==> src/rtl/bist_pkg.sv <==
// Shared types and defaults for the ALU BIST response path.
package bist_pkg;

  localparam int unsigned BIST_RESP_W = 9;
  localparam logic [8:0]  BIST_POLY9  = 9'h011;
  localparam logic [8:0]  BIST_SEED9  = 9'h000;

  typedef enum logic [1:0] {
    StIdle    = 2'd0,
    StRun     = 2'd1,
    StCompare = 2'd2,
    StDone    = 2'd3
  } ora_state_t;

endpackage

==> src/rtl/bist_misr.sv <==
// Multiple-input signature register: shift-left LFSR with POLY feedback, XOR-ing in
// one W-bit response per enabled cycle. load (seed) takes priority over en.
module bist_misr
  import bist_pkg::*;
#(
  parameter int unsigned W    = BIST_RESP_W,
  parameter logic [W-1:0] POLY = BIST_POLY9,
  parameter logic [W-1:0] SEED = BIST_SEED9
) (
  input  logic         clk,
  input  logic         reset,
  input  logic         load,
  input  logic         en,
  input  logic [W-1:0] data,
  output logic [W-1:0] sig
);

  logic [W-1:0] sig_q, sig_d;

  // Next signature: seed on load, compact one response on en, otherwise hold.
  always_comb begin
    sig_d = sig_q;
    if (load) begin
      sig_d = SEED;
    end else if (en) begin
      sig_d = ({sig_q[W-2:0], 1'b0} ^ ({W{sig_q[W-1]}} & POLY)) ^ data;
    end
  end

  // Signature register.
  always_ff @(posedge clk or posedge reset) begin
    if (reset) begin
      sig_q <= SEED;
    end else begin
      sig_q <= sig_d;
    end
  end

  assign sig = sig_q;

endmodule

==> src/rtl/bist_ora.sv <==
// Output response analyzer: compacts NUM_PATTERNS ALU responses into a MISR and
// checks the final signature against golden_sig.
// Optional per-pattern first-failure capture: define BIST_ORA_FIRST_FAIL_EN.
module bist_ora
  import bist_pkg::*;
#(
  parameter int unsigned  W            = BIST_RESP_W,
  parameter int unsigned  NUM_PATTERNS = 256,
  parameter logic [W-1:0] POLY         = BIST_POLY9,
  parameter logic [W-1:0] SEED         = BIST_SEED9,
  parameter int unsigned  CW           = $clog2(NUM_PATTERNS)
) (
  input  logic          clk,
  input  logic          reset,
  input  logic          start,
  input  logic          resp_valid,
  input  logic [W-1:0]  resp_data,
  input  logic [W-1:0]  exp_data,
  input  logic [W-1:0]  golden_sig,
  output logic          busy,
  output logic          done,
  output logic          pass,
  output logic [W-1:0]  signature,
  output logic [CW-1:0] pat_count,
  output logic          fail_seen,
  output logic [CW-1:0] first_fail_idx
);

  ora_state_t    state_q, state_d;
  logic [CW-1:0] count_q;
  logic          pass_q;
  logic          start_run;
  logic          accept;
  logic          last_pat;

  // start is honoured only between runs; mid-run starts are dropped.
  assign start_run = start && ((state_q == StIdle) || (state_q == StDone));
  assign accept    = (state_q == StRun) && resp_valid;
  assign last_pat  = (count_q == CW'(NUM_PATTERNS - 1));

  bist_misr #(
    .W    (W),
    .POLY (POLY),
    .SEED (SEED)
  ) u_misr (
    .clk   (clk),
    .reset (reset),
    .load  (start_run),
    .en    (accept),
    .data  (resp_data),
    .sig   (signature)
  );

  // FSM state register.
  always_ff @(posedge clk or posedge reset) begin
    if (reset) begin
      state_q <= StIdle;
    end else begin
      state_q <= state_d;
    end
  end

  // FSM next-state logic.
  always_comb begin
    state_d = state_q;
    unique case (state_q)
      StIdle, StDone: if (start) state_d = StRun;
      StRun:          if (accept && last_pat) state_d = StCompare;
      StCompare:      state_d = StDone;
      default:        state_d = StIdle;
    endcase
  end

  // FSM outputs, decoded from the state register only.
  always_comb begin
    busy = (state_q == StRun) || (state_q == StCompare);
    done = (state_q == StDone);
  end

  // Pattern counter and pass flag; the counter wraps naturally at 2^CW.
  always_ff @(posedge clk or posedge reset) begin
    if (reset) begin
      count_q <= '0;
      pass_q  <= 1'b0;
    end else begin
      if (start_run) begin
        count_q <= '0;
        pass_q  <= 1'b0;
      end else begin
        if (accept)                count_q <= count_q + 1'b1;
        if (state_q == StCompare)  pass_q  <= (signature == golden_sig);
      end
    end
  end

  assign pat_count = count_q;
  assign pass      = pass_q;

`ifdef BIST_ORA_FIRST_FAIL_EN
  logic          fail_q;
  logic [CW-1:0] fail_idx_q;

  // Capture the index of the first accepted response that differs from exp_data.
  always_ff @(posedge clk or posedge reset) begin
    if (reset) begin
      fail_q     <= 1'b0;
      fail_idx_q <= '0;
    end else if (start_run) begin
      fail_q     <= 1'b0;
      fail_idx_q <= '0;
    end else if (accept && !fail_q && (resp_data != exp_data)) begin
      fail_q     <= 1'b1;
      fail_idx_q <= count_q;
    end
  end

  assign fail_seen      = fail_q;
  assign first_fail_idx = fail_idx_q;
`else
  logic unused_exp;
  assign unused_exp     = ^exp_data;
  assign fail_seen      = 1'b0;
  assign first_fail_idx = '0;
`endif

endmodule

==> config.mk <==
export PLATFORM = sky130hd
export DESIGN_NAME = bist_ora
export DESIGN_NICKNAME = d
export VERILOG_FILES = /design/src/rtl/bist_pkg.sv /design/src/rtl/bist_misr.sv /design/src/rtl/bist_ora.sv
export SDC_FILE = /design/constraint.sdc
export NUM_CORES = 1
export LEC_CHECK = 0
export CAP_MARGIN = 30
export CORE_MARGIN = 2
export CORE_UTILIZATION = 40
export DETAILED_ROUTE_END_ITERATION = 10
export PLACE_DENSITY = 0.79
export SYNTH_ARGS = -nofsm -noshare
export SYNTH_HDL_FRONTEND = slang
export SYNTH_HIERARCHICAL = 1
export SYNTH_SLANG_ARGS = --single-unit
==> constraint.sdc <==
create_clock -name clk -period 1.7 [get_ports clk]
set_clock_uncertainty 0.05 [all_clocks]
set_input_delay 0.17 -clock clk [delete_from_list [all_inputs] [get_ports clk]]
set_output_delay 0.17 -clock clk [all_outputs]
set_load 0.02 [all_outputs]
=== Word level (Yosys, flattened, before mapping) ===
Cells that the tools add are included.

* Register bits: 20
* Output and inout bits: 29

* Add/sub/neg operators: 1
* Equal/unequal tests: 7
* Mux-type cells: 9
* Bitwise operators: 2
* Reduce and logical (&&, ||, !) cells: 10

{| class="wikitable"
|+ Operator list
! cell !! count
|-
| two-way mux 9 bit || 2
|-
| two-way mux 8 bit || 2
|-
| == test 9 bit || 1
|-
| XOR 9 x 5 -> 9 bit || 1
|-
| XOR 9 bit || 1
|-
| adder 8 x 1 -> 8 bit, second input constant || 1
|-
| == test 8 bit, second input constant || 1
|-
| case mux 2 bit (3 select lines) || 1
|-
| == test 2 bit, second input constant || 2
|-
| two-way mux 2 bit || 2
|-
| inequality test 2 bit, second input constant || 2
|-
| nonzero test 2 bit || 2
|-
| logical AND 1 bit || 3
|-
| == test 2 x 1 -> 1 bit, second input constant || 1
|-
| logical NOT 2 bit || 1
|-
| logical OR 1 bit || 2
|-
| two-way mux 1 bit || 2
|-
| AND reduction 2 bit || 1
|-
| OR reduction 2 bit || 1
|}

=== Logic depth before layout (Yosys ltp) ===
Gate-level depths: netlist of run 1.

* Depth after elaboration: 5
* Depth in mapped cells: 9

=== Cells and area by module ===
The synthesis of run 1 kept the hierarchy.

{| class="wikitable"
|+ Modules (own cells, without submodules)
! module !! times used !! cells each !! area each (µm²) !! seq. area each (µm²)
|-
| bist_ora || 1 || 87 || 787.0 || 275.3
|-
| bist_misr || 1 || 40 || 449.2 || 225.2
|}

=== Worst setup path after synthesis of run 1 ===
Ideal clock, no wire load.

* Path kind: register to register
* Start: register state_q[1]
* End: register count_q[5] (netlist: pat_count[5])
* Library setup time: 0.079 ns
* Arrival time: 1.442 ns
* Data required time: 1.571 ns
* Slack: 0.130 ns
* Cell stages (with the launch flop): 7
* Cells stage by stage: dfrtp_1 inv_1 ha_1 buf_4 nand3_4 or4_1 a21oi_1

* Longest elaborated chain between the ends: 4

{| class="wikitable"
|+ Ends and longest elaborated chain
! what !! line !! source
|-
| start: declaration || bist_ora.sv:29 || <nowiki>ora_state_t state_q, state_d;</nowiki>
|-
| start signal: assignment || bist_ora.sv:57 || <nowiki>state_q <= StIdle;</nowiki>
|-
| start signal: assignment || bist_ora.sv:59 || <nowiki>state_q <= state_d;</nowiki>
|-
| == test 2 bit / logical NOT 2 bit (equally long branches) || bist_ora.sv:37 || <nowiki>assign start_run = start && ((state_q == StIdle) || (state_q == StDone));</nowiki>
|-
| logical OR 1 bit || bist_ora.sv:37 ||
|-
| logical AND 1 bit || bist_ora.sv:37 ||
|-
| two-way mux 8 bit / nonzero test 2 bit (equally long branches) || -- ||
|-
| end signal: assignment || bist_ora.sv:90 || <nowiki>if (accept) count_q <= count_q + 1'b1;</nowiki>
|-
| end: declaration || bist_ora.sv:30 || <nowiki>logic [CW-1:0] count_q;</nowiki>
|}

Several ways; a longest one is shown, not always the timed one.
A chain may end at the register's enable or synchronous reset.

=== Worst setup path after layout of run 1 ===
Same ends and word-level chain as after synthesis.

==> flow_metrics.env, run 1 <==
export IMPL_avgRoutedWirePerCell_um=12.9
export IMPL_port_buffers=41
export IMPL_area_delta_synth_final_pct=37.1
export IMPL_drc=0
export IMPL_cp_start_kind="register"
export IMPL_utilization=0.565
export IMPL_cts_clk_slew_worst_paths_ps=110
export IMPL_die_h_um=59.6
export IMPL_hold_path_class="input pin to async pin"
export IMPL_grt_overflow=0
export IMPL_start_util=0.412
export IMPL_yosysSeqAreaShare=0.405
export IMPL_ys_ff_latch=20
export IMPL_p_total_mw=2.12
export IMPL_rsz0062_at_grt="false"
export IMPL_avgSynthCellArea_um2=9.73
export IMPL_cap_violations=0
export IMPL_dr_pass1_iters=4
export IMPL_grt_pass1_vias=972
export IMPL_crit_fanout=10
export IMPL_cts_buffer_depth=2
export IMPL_setup_violations=0
export IMPL_root_buffer="clkbuf_4"
export IMPL_grt_first_pass_wirelength_um=4220
export IMPL_cp_end_kind="register"
export IMPL_drive_gt1_frac=0.0824
export IMPL_cts_sinks=20
export IMPL_drtIter0Drc=52
export IMPL_syn_area_um2=1240
export IMPL_track_usage=0.159
export IMPL_cts_tree="yes"
export IMPL_ys_types=32
export IMPL_core_area_um2=3000
export IMPL_required_ps=1870
export IMPL_cts_made_buffers=3
export IMPL_fillers=284
export IMPL_fp_dieW_um=59.6
export IMPL_die_area_um2=3550
export IMPL_max_clock_freq_mhz=610
export IMPL_wirelength_um=2630
export IMPL_clk_latency_ps=290
export IMPL_antenna_found_initial=0
export IMPL_slew_violations=0
export IMPL_critical_path_arrival_ps=1810
export IMPL_rows=20
export IMPL_ant_nets=0
export IMPL_critPathKind="register to register"
export IMPL_grt_max_degree=18
export IMPL_dp_hpwl_um=2100
export IMPL_synthCells=127
export IMPL_gp_congestion=0.789
export IMPL_status="completed"
export IMPL_via_per_inst=5.15
export IMPL_power_leakage_nw=0.679
export IMPL_ys_warn_count=6
export IMPL_cts_max_level=1
export IMPL_layout_min_cycle_time_ps=1640
export IMPL_nets=207
export IMPL_p_per_area_nw_per_um2=1250
export IMPL_pin_count=60
export IMPL_hold_ws_ps=94.1
export IMPL_finalHoldViolations=0
export IMPL_vias=1046
export IMPL_num_antenna_cells=0
export IMPL_post_route_period_util=0.965
export IMPL_ir_drop_mv=0.597
## power by group
part / internal (mW) / switching, mW
combinational: 0.592 / 0.542
sequential: 0.594 / 0.172
clock: 0.0823 / 0.134
## per-stage QoR
stage	setup TNS [ps]	instances	setup slack, ps	cell area [um^2]
final	0	203	59.7	1700
after CTS	-4.84	203	-4.84	1690
after floorplan	0	135	130	1270
after global routing	0	203	4.53	1700
after global placement	0	200	23.6	1660
after detailed placement	-41.0	200	-41.0	1660
## timing repair
| action | in CTS | in global routing |
|---|---|---|
| setup buffers | 0 | 0 |
| hold buffers | 0 | 0 |
| setup endpoints to repair | 6 | 9 |
| resized for setup | 5 | 3 |
| hold endpoints to repair | 0 | 0 |
## registers in the layout, indices dropped and copies added, names as in the netlist
signal	cells
pass	1
pat_count	8
state_q	2
u_misr/sig	9
## worst paths after layout
kind,from,slack (ps),cells after the start,endpoint
min,reset,90,2,u_misr/sig[7]
min in group clk,resp_data[2],480,3,u_misr/sig[2]
min reg2reg,pass,500,2,pass
max reg2reg,state_q[1],60,5,pat_count[5]
max in group asynchronous,reset,1160,2,pat_count[2]
max,state_q[1],60,5,pat_count[5]
## cell families (layout without fill, tap and decap cells)
family          after synthesis  in the layout  share of synthesized area
other cells                   1              9                    0.00303
simple gates                 37             37                      0.157
xor+xnor                     20             20                      0.154
compound gates               22             22                      0.121
mux                           2              2                     0.0162
buf+inv                      21             56                      0.103
fa+ha+maj                     4              4                     0.0405
flops                        20             20                      0.405
## final cells by class
class,instances,area (um^2),share of cell area
Clock buffer,3,22.5,0.0133
Tap cell,33,41.3,0.0244
Timing Repair Buffer,45,447,0.263
Sequential cell,20,502,0.296
Multi-Input combinational cell,94,653,0.385
Inverter,8,30.0,0.0177
## Yosys cell counts
master | n | area (um^2)
o31ai_1 | 3 | 22.5
buf_4 | 11 | 82.6
conb_1 | 1 | 3.75
dfrtp_1 | 20 | 500
nand4_1 | 2 | 12.5
or3_1 | 1 | 6.26
nand2_1 | 8 | 30.0
buf_6 | 1 | 11.3
buf_1 | 1 | 3.75
or3_2 | 1 | 7.51
nor4_1 | 2 | 12.5
a211oi_1 | 8 | 60.1
xor2_1 | 2 | 17.5
o31a_2 | 1 | 10.0
xor3_1 | 1 | 23.8
nand3_1 | 5 | 25.0
mux2i_1 | 2 | 20.0
or4_1 | 2 | 15.0
nor2_1 | 11 | 41.3
xnor2_1 | 17 | 149
inv_1 | 7 | 26.3
o22ai_1 | 1 | 6.26
ha_1 | 4 | 50.1
nand2b_1 | 2 | 12.5
clkinv_1 | 1 | 3.75
o311ai_0 | 1 | 8.76
o21ai_0 | 2 | 10.0
nor2b_1 | 1 | 6.26
o211ai_1 | 1 | 7.51
nand3b_1 | 1 | 7.51
nand3_4 | 1 | 17.5
a21oi_1 | 5 | 25.0
## cells in the final DEF, fill, tap and decap left out, drive strengths merged, types with 2 or more instances in the layout
cell type | Yosys | routed
a211oi | 8 | 8
a21oi | 5 | 5
buf | 13 | 4
clkbuf | 0 | 4
clkdlybuf4s50 | 0 | 39
conb | 1 | 9
dfrtp | 20 | 20
ha | 4 | 4
inv | 7 | 7
mux2i | 2 | 2
nand2 | 8 | 8
nand2b | 2 | 2
nand3 | 6 | 6
nand4 | 2 | 2
nor2 | 11 | 11
nor4 | 2 | 2
o21ai | 2 | 2
o31ai | 3 | 3
or3 | 2 | 2
or4 | 2 | 2
xnor2 | 17 | 17
xor2 | 2 | 2
## critical path, stage by stage (launching register included)
cell and delay [ps]:
dfrtp_1 440, inv_1 110, ha_4 180, nand3_4 120, or4_1 520, a21oi_1 150
## routing by layer
metal | vias up | part of all wire | track usage
met5 | - | 0 | 0
met4 | 0 | 0.0072 | 0.0635
met3 | 2 | 0.070 | 0.0393
met2 | 49 | 0.49 | 0.256
met1 | 490 | 0.43 | 0.205
li1 | 505 | - | -
Power figures use the tool's default switching activity.
==> run 2, diff against run 1 <==
--- a/config.mk
+++ b/config.mk
@@ -10,5 +10,5 @@
 export CORE_UTILIZATION = 40
 export DETAILED_ROUTE_END_ITERATION = 10
-export PLACE_DENSITY = 0.79
+export PLACE_DENSITY = 0.75
 export SYNTH_ARGS = -nofsm -noshare
 export SYNTH_HDL_FRONTEND = slang
--- a/constraint.sdc
+++ b/constraint.sdc
@@ -3,3 +3,3 @@
 set_input_delay 0.17 -clock clk [delete_from_list [all_inputs] [get_ports clk]]
 set_output_delay 0.17 -clock clk [all_outputs]
-set_load 0.02 [all_outputs]
+set_load 0.05 [all_outputs]
==> run 2 against run 1 <==
Net effect: worst hold slack worse by 1.9 ps; utilization fell by 0.96 points; global-route usage decreased by 0.97 points; critical path depth shrank 1.
==> flow_metrics.env, run 2 (synthesis gave the netlist of run 1 again) <==
export IMPL_core_area_um2=3000
export IMPL_vias=1024
export IMPL_drive_gt1_frac=0.209
export IMPL_hold_ws_ps=92.2
export IMPL_r2r_end="u_misr/sig[1]"
export IMPL_start_util=0.412
export IMPL_r2r_setup_slack_ps=120
export IMPL_pin_count=60
export IMPL_crit_slowest_cell="dfrtp_1"
export IMPL_clk_latency_ps=300
export IMPL_cap_violations=0
export IMPL_critPathKind="register to primary output"
export IMPL_layout_min_cycle_time_ps=1600
export IMPL_track_usage=0.149
export IMPL_slew_violations=0
export IMPL_path_delay_family="flip-flops"
export IMPL_cp_end_kind="primary output"
export IMPL_antenna_found_initial=0
export IMPL_final_cell_mix="23 x buf_4, 21 x clkdlybuf4s50_1, 18 x dfrtp_1"
export IMPL_setup_violations=0
export IMPL_grt_overflow=0
export IMPL_cp_start_kind="register"
export IMPL_wirelength_um=2450
export IMPL_root_buffer="clkbuf_4"
export IMPL_cts_sinks=20
export IMPL_cts_buffer_depth=2
export IMPL_required_ps=1480
export IMPL_max_clock_freq_mhz=625
export IMPL_dp_hpwl_um=1990
export IMPL_nets=208
export IMPL_rows=20
export IMPL_drtIter0Drc=26
export IMPL_layout_commonest_cell="buf_4"
export IMPL_cts_clk_slew_worst_paths_ps=110
export IMPL_worst_path_buf_inv=3
export IMPL_dr_pass1_iters=4
export IMPL_cts_made_buffers=3
export IMPL_power_leakage_nw=0.716
export IMPL_gp_congestion=0.806
export IMPL_drc=0
export IMPL_critical_path_arrival_ps=1380
export IMPL_die_h_um=59.6
export IMPL_post_cts_buffers=0
export IMPL_grt_pass1_vias=969
export IMPL_fillers=278
export IMPL_die_area_um2=3550
export IMPL_path_cells="buf_4 -> ha_1 -> inv_2 -> buf_12"
export IMPL_p_total_mw=2.47
export IMPL_grt_first_pass_wirelength_um=3970
export IMPL_post_route_period_util=0.941
export IMPL_grt_max_degree=18
export IMPL_hold_path_class="input pin to async pin"
export IMPL_num_antenna_cells=0
export IMPL_cp_slowest_stage_delay_ps=390
export IMPL_cts_max_level=1
export IMPL_ir_drop_mv=0.652
export IMPL_reg2reg_from="state_q[1]"
export IMPL_status="completed"
export IMPL_avgRoutedWirePerCell_um=12.0
export IMPL_ant_nets=0
export IMPL_fp_dieW_um=59.6
export IMPL_worst_r2r_cell_count=6
export IMPL_p_per_area_nw_per_um2=1480
export IMPL_port_buffers=41
export IMPL_finalHoldViolations=0
export IMPL_via_per_inst=5.00
export IMPL_largest_reg_flops=9
export IMPL_crit_fanout=4
export IMPL_area_delta_synth_final_pct=34.8
export IMPL_cts_tree="yes"
## run 2: per-stage QoR
stage	setup slack (ps)	instance area [um^2]	setup TNS [ps]	utilization	std cells
2_1_floorplan	62.6	1270	0	-	135
3_3_place_gp	32.2	1640	0	0.545	201
3_5_place_dp	22.2	1640	0	0.545	201
4_1_cts	59.6	1660	0	0.553	205
5_1_grt	-1.55	1670	-1.55	0.555	205
6_report	99.7	1670	0	0.555	205
## run 2: final cells by class
type	count	area (um^2)	area share
clock buffer	4	26.3	0.0158
inverter	8	30.0	0.0180
multi-input combinational	94	643	0.386
sequential	20	503	0.302
tap	33	41.3	0.0248
timing repair buffer	46	423	0.254
## run 2: where the power goes
| group | leakage (nW) | switching [mW] | internal [mW] |
|---|---|---|---|
| combinational | 0.443 | 0.874 | 0.603 |
| sequential | 0.257 | 0.159 | 0.596 |
| clock | 0.0150 | 0.141 | 0.0914 |
## run 2: worst max-delay path by stage
stage,end,cells past startpoint,from
floorplan,pat_count[5],3,pat_count[2]
global placement,pat_count[5],4,resp_valid
detailed placement,pat_count[5],4,resp_valid
CTS,u_misr/sig[1],6,state_q[1]
global route,u_misr/sig[1],6,state_q[1]
finish,busy,4,state_q[1]
## run 2: timing repair
action | 4_1_cts | 5_1_grt
endpoints found under the setup margin | 0 | 5
gates resized for setup | 0 | 3
hold buffers | 0 | 0
## run 2: layer usage
layer	routed length, um	GRT usage	vias to the layer above	part of all wire
met4	36	0.0603	0	0.015
met2	1210	0.272	40	0.49
met5	0	0	-	0
met1	1030	0.169	474	0.42
li1	-	-	506	-
met3	174	0.0306	4	0.071
